File: config.mk
export PLATFORM = sky130hd
export DESIGN_NAME = queue_motion
export DESIGN_NICKNAME = d
export VERILOG_FILES = /design/src/rtl/queue_pkg.sv /design/src/rtl/queue_frame_counter.sv /design/src/rtl/queue_motion.sv
export SDC_FILE = /design/constraint.sdc
export NUM_CORES = 1
export LEC_CHECK = 0
export ABC_CLOCK_PERIOD_IN_PS = 2300
export CORE_MARGIN = 2
export CORE_UTILIZATION = 54
export DETAILED_ROUTE_END_ITERATION = 16
export DONT_BUFFER_PORTS = 1
export PLACE_DENSITY = 0.71
export SYNTH_ARGS = -nofsm -noshare
export SYNTH_HDL_FRONTEND = slang
export SYNTH_HIERARCHICAL = 1
export SYNTH_SLANG_ARGS = --single-unit
File: constraint.sdc
create_clock -name clk -period 2.3 [get_ports clk]
set_clock_uncertainty 0.05 [all_clocks]
set_input_delay 0.69 -clock clk [delete_from_list [all_inputs] [get_ports clk]]
set_output_delay 0.69 -clock clk [all_outputs]
set_load 0.02 [all_outputs]
File: src/rtl/queue_pkg.sv
// Shared definitions for the queue enemy sprite: motion state encoding,
// sprite/screen geometry used by both the motion and colour stages, and the
// walk-frame codes carried on animate_state.
package queue_pkg;

  // Motion controller states (2-bit encoding)
  localparam logic [1:0] ST_IDLE       = 2'd0;
  localparam logic [1:0] ST_WALK_LEFT  = 2'd1;
  localparam logic [1:0] ST_WALK_RIGHT = 2'd2;
  localparam logic [1:0] ST_DEAD       = 2'd3;

  // Sprite and screen geometry
  localparam int QUEUE_WIDTH  = 44;
  localparam int QUEUE_HEIGHT = 50;
  localparam int SCREEN_W     = 640;
  localparam int SCREEN_H     = 480;

  // Walk frame select codes
  localparam logic QUEUE_LEFT  = 1'b0;
  localparam logic QUEUE_RIGHT = 1'b1;

endpackage

File: src/rtl/queue_frame_counter.sv
// Modulo-N tick counter: counts enabled cycles 0..N-1 and pulses wrap on the
// enabled cycle that holds N-1 (the counter returns to 0 on that same edge).
// Latency: wrap is combinational from the current count; count updates next edge.
// Ports: clk, rst_n (async active-low), clr (sync clear, wins over en), en, wrap.
module queue_frame_counter
  import queue_pkg::*;
#(
  parameter int N = 8
) (
  input  logic clk,
  input  logic rst_n,
  input  logic clr,
  input  logic en,
  output logic wrap
);

  localparam int W = (N > 1) ? $clog2(N) : 1;
  localparam logic [W-1:0] LAST = W'(N - 1);

  logic [W-1:0] cnt_q, cnt_d;

  assign wrap = en && (cnt_q == LAST);

  always_comb begin
    cnt_d = cnt_q;
    if (clr) begin
      cnt_d = '0;
    end else if (en) begin
      cnt_d = wrap ? '0 : cnt_q + W'(1);
    end
  end

  always_ff @(posedge clk or negedge rst_n) begin
    if (!rst_n) begin
      cnt_q <= '0;
    end else begin
      cnt_q <= cnt_d;
    end
  end

endmodule

File: src/rtl/queue_motion.sv
// Queue enemy motion: patrols between X_MIN/X_MAX at GROUND_Y, toggles its walk
// frame every ANIM_FRAMES ticks, freezes DEAD_FRAMES ticks when stomped, respawns.
// Latency: all outputs registered, updated on the edge sampling frame_tick/stomp.
// Ports: clk, rst_n, frame_tick, enable, stomp in; posx, posy, animate_state, alive out.
module queue_motion
  import queue_pkg::*;
#(
  parameter int X_MIN       = 0,
  parameter int X_MAX       = SCREEN_W - QUEUE_WIDTH,
  parameter int START_X     = 300,
  parameter int GROUND_Y    = 380,
  parameter int SPEED       = 1,
  parameter int ANIM_FRAMES = 8,
  parameter int DEAD_FRAMES = 60
) (
  input  logic       clk,
  input  logic       rst_n,
  input  logic       frame_tick,
  input  logic       enable,
  input  logic       stomp,
  output logic [9:0] posx,
  output logic [8:0] posy,
  output logic       animate_state,
  output logic       alive
);

  // Bound checks are done on 11 bits so neither posx - SPEED nor
  // posx + SPEED can wrap before being compared.
  localparam logic [10:0] LEFT_LIMIT  = 11'(X_MIN + SPEED);
  localparam logic [10:0] RIGHT_LIMIT = 11'(X_MAX);
  localparam logic [10:0] SPEED_11    = 11'(SPEED);
  localparam logic [9:0]  SPEED_10    = 10'(SPEED);
  localparam logic [9:0]  X_MIN_10    = 10'(X_MIN);
  localparam logic [9:0]  X_MAX_10    = 10'(X_MAX);
  localparam logic [9:0]  START_X_10  = 10'(START_X);
  localparam logic [8:0]  GROUND_Y_9  = 9'(GROUND_Y);

  logic [1:0] state_q, state_d;
  logic [9:0] posx_q, posx_d;
  logic [8:0] posy_q, posy_d;
  logic       anim_q, anim_d;
  logic       alive_q, alive_d;

  logic       walking;
  logic       stomp_hit;
  logic       move;
  logic       anim_wrap;
  logic       dead_tick;
  logic       dead_wrap;
  logic [10:0] posx_ext;

  assign walking   = (state_q == ST_WALK_LEFT) || (state_q == ST_WALK_RIGHT);
  // A stomp pre-empts any tick arriving in the same cycle.
  assign stomp_hit = walking && stomp;
  assign move      = walking && frame_tick && enable && !stomp;
  // The death timer runs even while the game is paused.
  assign dead_tick = (state_q == ST_DEAD) && frame_tick;
  assign posx_ext  = {1'b0, posx_q};

  // Walk-frame timer: restarts from zero on respawn so a fresh sprite
  // always begins on a full animation period.
  queue_frame_counter #(.N(ANIM_FRAMES)) u_anim_cnt (
    .clk   (clk),
    .rst_n (rst_n),
    .clr   (dead_wrap),
    .en    (move),
    .wrap  (anim_wrap)
  );

  // Death timer: zeroed by the stomp, expires on its DEAD_FRAMES-th tick.
  queue_frame_counter #(.N(DEAD_FRAMES)) u_dead_cnt (
    .clk   (clk),
    .rst_n (rst_n),
    .clr   (stomp_hit),
    .en    (dead_tick),
    .wrap  (dead_wrap)
  );

  always_comb begin
    state_d = state_q;
    posx_d  = posx_q;
    posy_d  = posy_q;
    anim_d  = anim_q;
    alive_d = alive_q;
    case (state_q)
      ST_IDLE: begin
        // Start tick only arms the sprite; the first move is one tick later.
        if (frame_tick && enable) begin
          state_d = ST_WALK_LEFT;
          alive_d = 1'b1;
        end
      end
      ST_WALK_LEFT, ST_WALK_RIGHT: begin
        if (stomp_hit) begin
          state_d = ST_DEAD;
          alive_d = 1'b0;
        end else if (move) begin
          if (anim_wrap) begin
            anim_d = ~anim_q;
          end
          if (state_q == ST_WALK_LEFT) begin
            if (posx_ext < LEFT_LIMIT) begin
              posx_d  = X_MIN_10;
              state_d = ST_WALK_RIGHT;
            end else begin
              posx_d = posx_q - SPEED_10;
            end
          end else begin
            if ((posx_ext + SPEED_11) > RIGHT_LIMIT) begin
              posx_d  = X_MAX_10;
              state_d = ST_WALK_LEFT;
            end else begin
              posx_d = posx_q + SPEED_10;
            end
          end
        end
      end
      default: begin
        if (dead_wrap) begin
          posx_d  = START_X_10;
          anim_d  = QUEUE_LEFT;
          state_d = ST_IDLE;
        end
      end
    endcase
  end

  always_ff @(posedge clk or negedge rst_n) begin
    if (!rst_n) begin
      state_q <= ST_IDLE;
      posx_q  <= START_X_10;
      posy_q  <= GROUND_Y_9;
      anim_q  <= QUEUE_LEFT;
      alive_q <= 1'b0;
    end else begin
      state_q <= state_d;
      posx_q  <= posx_d;
      posy_q  <= posy_d;
      anim_q  <= anim_d;
      alive_q <= alive_d;
    end
  end

  assign posx          = posx_q;
  assign posy          = posy_q;
  assign animate_state = anim_q;
  assign alive         = alive_q;

endmodule

==> flow_summary.yaml <==
drt:
  viasPerCell: 5.89
  wl_per_cell_um: 15.0
  antenna_left: 0
  first_iter_violations: 107
  drt_wl_total_um: 4750
  dr.pass1.iters: 4
  drc_errors: 0
  vias: 1866
pwr:
  leakage_nw: 0.973
  p_clk_share_pct: 8.6
  pwr-share-comb_pct: 64.2
  switchingPower_mw: 1.39
  seqPwrFrac_pct: 27.3
  irDropWorstVdd_v: 0.000540
  swShare_pct: 47.4
  power.density_mw_per_mm2: 1280
  power_mw: 2.94
  internal-power_mw: 1.55
global_routing:
  grt_pass1_wl_um: 8040
  grt_max_degree: 24
  grt_antenna_before_repair: 0
  grt_use_met3_pct: 3.77
  grt-ovfl-total: 0
  grt_pass1_vias: 1697
  met1_usage_pct: 33.2
  busiest_layer: "met2"
  grt_use_total_pct: 23.9
  grtUsageMet2_pct: 38.4
logic_synthesis:
  synth-edff-count: 0
  ys_types: 61
  async_reset_ff_share_pct: 100
  synth_ff_type: "dfrtp_1"
  ys_seq_elements: 23
  synth_top_area_cell: "dfrtp_1"
  synth_warnings: 6
  ys_top_cells_by_area: "dfrtp_1 23%, ha_1 6.1%, dfstp_2 5.1%"
  yosysSeqAreaShare_pct: 28.3
  netlist_instances: 248
  syn-cell-area_mm2: 0.00205
  synth_area_per_cell_um2: 8.28
  netlist.area_leader.share_pct: 23.1
layout:
  fin_cells: 317
  areaGrowthSynthToFinish_pct: 11.7
  drive_gt1_share_pct: 23.0
  final_util_pct: 62.7
  antenna_cells: 0
  fill_cells: 322
  finalNetCount: 285
floorplan:
  num_io_pins: 26
  die_w_um: 65.7
  start_util_pct: 56.1
  core.rowCount: 22
  die_h_um: 65.7
  coreArea_mm2: 0.00366
  dieArea_mm2: 0.00431
worst_setup_path:
  cp-end-kind: "flop"
  crit_type: "flop to flop"
  required_ps: 2390
  cp_max_fo: 6
  worst_setup_path_start_kind: "flop"
  worstPathArrival_ps: 2300
sta:
  hold_viol: 0
  finalMaxSlewViolations: 0
  fin_crit_ps: 2210
  fmax_mhz: 453
  period_share_pct: 96.1
  setup_viol: 0
  rsz0062_at_grt: "false"
  tns_ps: 0
clock_network:
  cts_tree: "done"
  cts-buffers-inserted: 3
  htreeDepth: 1
  clock-sinks: 23
  clockBufferDepth: 2
  clk-insertion-delay-late_ps: 260
  ctsRootBufferMaster: "clkbuf_8"
  path_clk_slew_ps: 80
place:
  place_hpwl_um: 3550
  place_congestion: 0.901
  port_buffers: 0
  dp.cells: 310
run:
  drv_cap: 0
min_path:
  hp-class: "input pin to async pin"
run_status:
  status: "finished clean"
cells in the mapped netlist, types with 3 or more instances:
master	count
a21oi_1	20
a31oi_1	6
and2_1	4
buf_4	10
buf_6	3
clkbuf_1	8
dfrtp_1	19
dfstp_2	4
ha_1	10
inv_1	9
mux2i_1	5
nand2_1	25
nand2b_1	4
nand3_1	7
nand4_1	4
nor2_1	14
nor2b_1	3
nor3_1	7
nor4_1	5
o21a_1	5
o21ai_0	14
or2_2	3
or3_1	5
xnor2_1	5
worst max-delay path: stages (launching register included):
cell     delay (ps)
dfrtp_2         460
ha_1            260
and3_1          230
nor4_1          270
a31o_2          150
o21ai_0          90
a21o_1          240
a221o_1         330
per-layer routing:
layer | routed length, um | vias to the layer above
li1 | - | 931
met1 | 2360 | 886
met2 | 2170 | 41
met3 | 166 | 8
met4 | 59 | 0
met5 | 0 | -
sequential cells by signal, summed over array words and instances (netlist names):
name and flops:
posx 10, u_dead_cnt/cnt_q 6, u_anim_cnt/cnt_q 3, state_q 2
alive 1, animate_state 1
layout make-up:
cell class | count | area, um^2 | area share [%]
timing repair buffer | 33 | 248 | 10.8
inverter | 9 | 33.8 | 1.47
clock buffer | 4 | 45.0 | 1.96
sequential | 23 | 582 | 25.4
multi-input combinational | 200 | 1330 | 57.8
tap | 48 | 60.1 | 2.62
cell usage in the layout (no fill, tap or decap), types with 3 or more instances in the layout:
cell type and instances:
inv_1 6, clkbuf_8 3, nand2_1 25, inv_2 3
nand2b_1 4, ha_1 9, nor4_1 4, dfrtp_1 18
dfstp_2 4, nor2_1 13, mux2i_1 5, o21ai_0 14
a31oi_1 6, buf_4 33, nand4_1 4, nor2b_1 3
or3_1 5, o21a_1 5, xnor2_1 5, nand3_1 7
nor3_1 7, and2_1 4, a21oi_1 20, conb_1 9
what timing repair did:
| action | in CTS | in global routing |
|---|---|---|
| hold buffers | 0 | 0 |
| buffers inserted | 0 | 3 |
| setup endpoints to repair | 0 | 7 |
| gates resized for setup | 0 | 4 |
power by group through the flow:
stage               Sequential [mW]  Combinational (mW)  Clock [mW]
floorplan                     0.829                1.33           0
global placement              0.801                1.78           0
detailed placement            0.806                1.80           0
CTS                           0.800                1.81       0.259
global route                  0.826                2.07       0.282
finish                        0.802                1.89       0.252
metrics by stage:
stage	cell area (um^2)	setup slack, ps	hold WS [ps]
floorplan	2100	30.8	344
global placement	2210	81.9	345
detailed placement	2210	50.5	345
CTS	2260	32.7	57.8
global route	2290	9.45	39.2
finish	2290	90.6	58.5
final timing paths:
path                                                 start                               to  slack (ps)  cells after the start
max                                    posx[0]$_DFFE_PN0P_              posx[6]$_DFFE_PN0P_          90                      7
min                                                  rst_n  u_dead_cnt/cnt_q[1]$_DFFE_PN0P_          60                      0
max reg2reg                            posx[0]$_DFFE_PN0P_              posx[6]$_DFFE_PN0P_          90                      7
min reg2reg                u_anim_cnt/cnt_q[2]$_DFFE_PN0P_  u_anim_cnt/cnt_q[2]$_DFFE_PN0P_         470                      1
max in group asynchronous                            rst_n              posx[3]$_DFFE_PN1P_        1960                      0
min in group clk           u_anim_cnt/cnt_q[2]$_DFFE_PN0P_  u_anim_cnt/cnt_q[2]$_DFFE_PN0P_         470                      1
cells by family (layout without fill, tap and decap cells):
kind of cell    count (synthesis)  in the layout  share of synthesized area, %
flops                          23             23                          28.3
mux                             7              7                          3.53
compound gates                 75             75                          25.5
buf+inv                        32             46                          9.74
other cells                     2              9                         0.366
simple gates                   93             93                          23.9
fa+ha+maj                      10             10                          6.09
xor+xnor                        6              6                          2.56
Power figures use the tool's default switching activity.
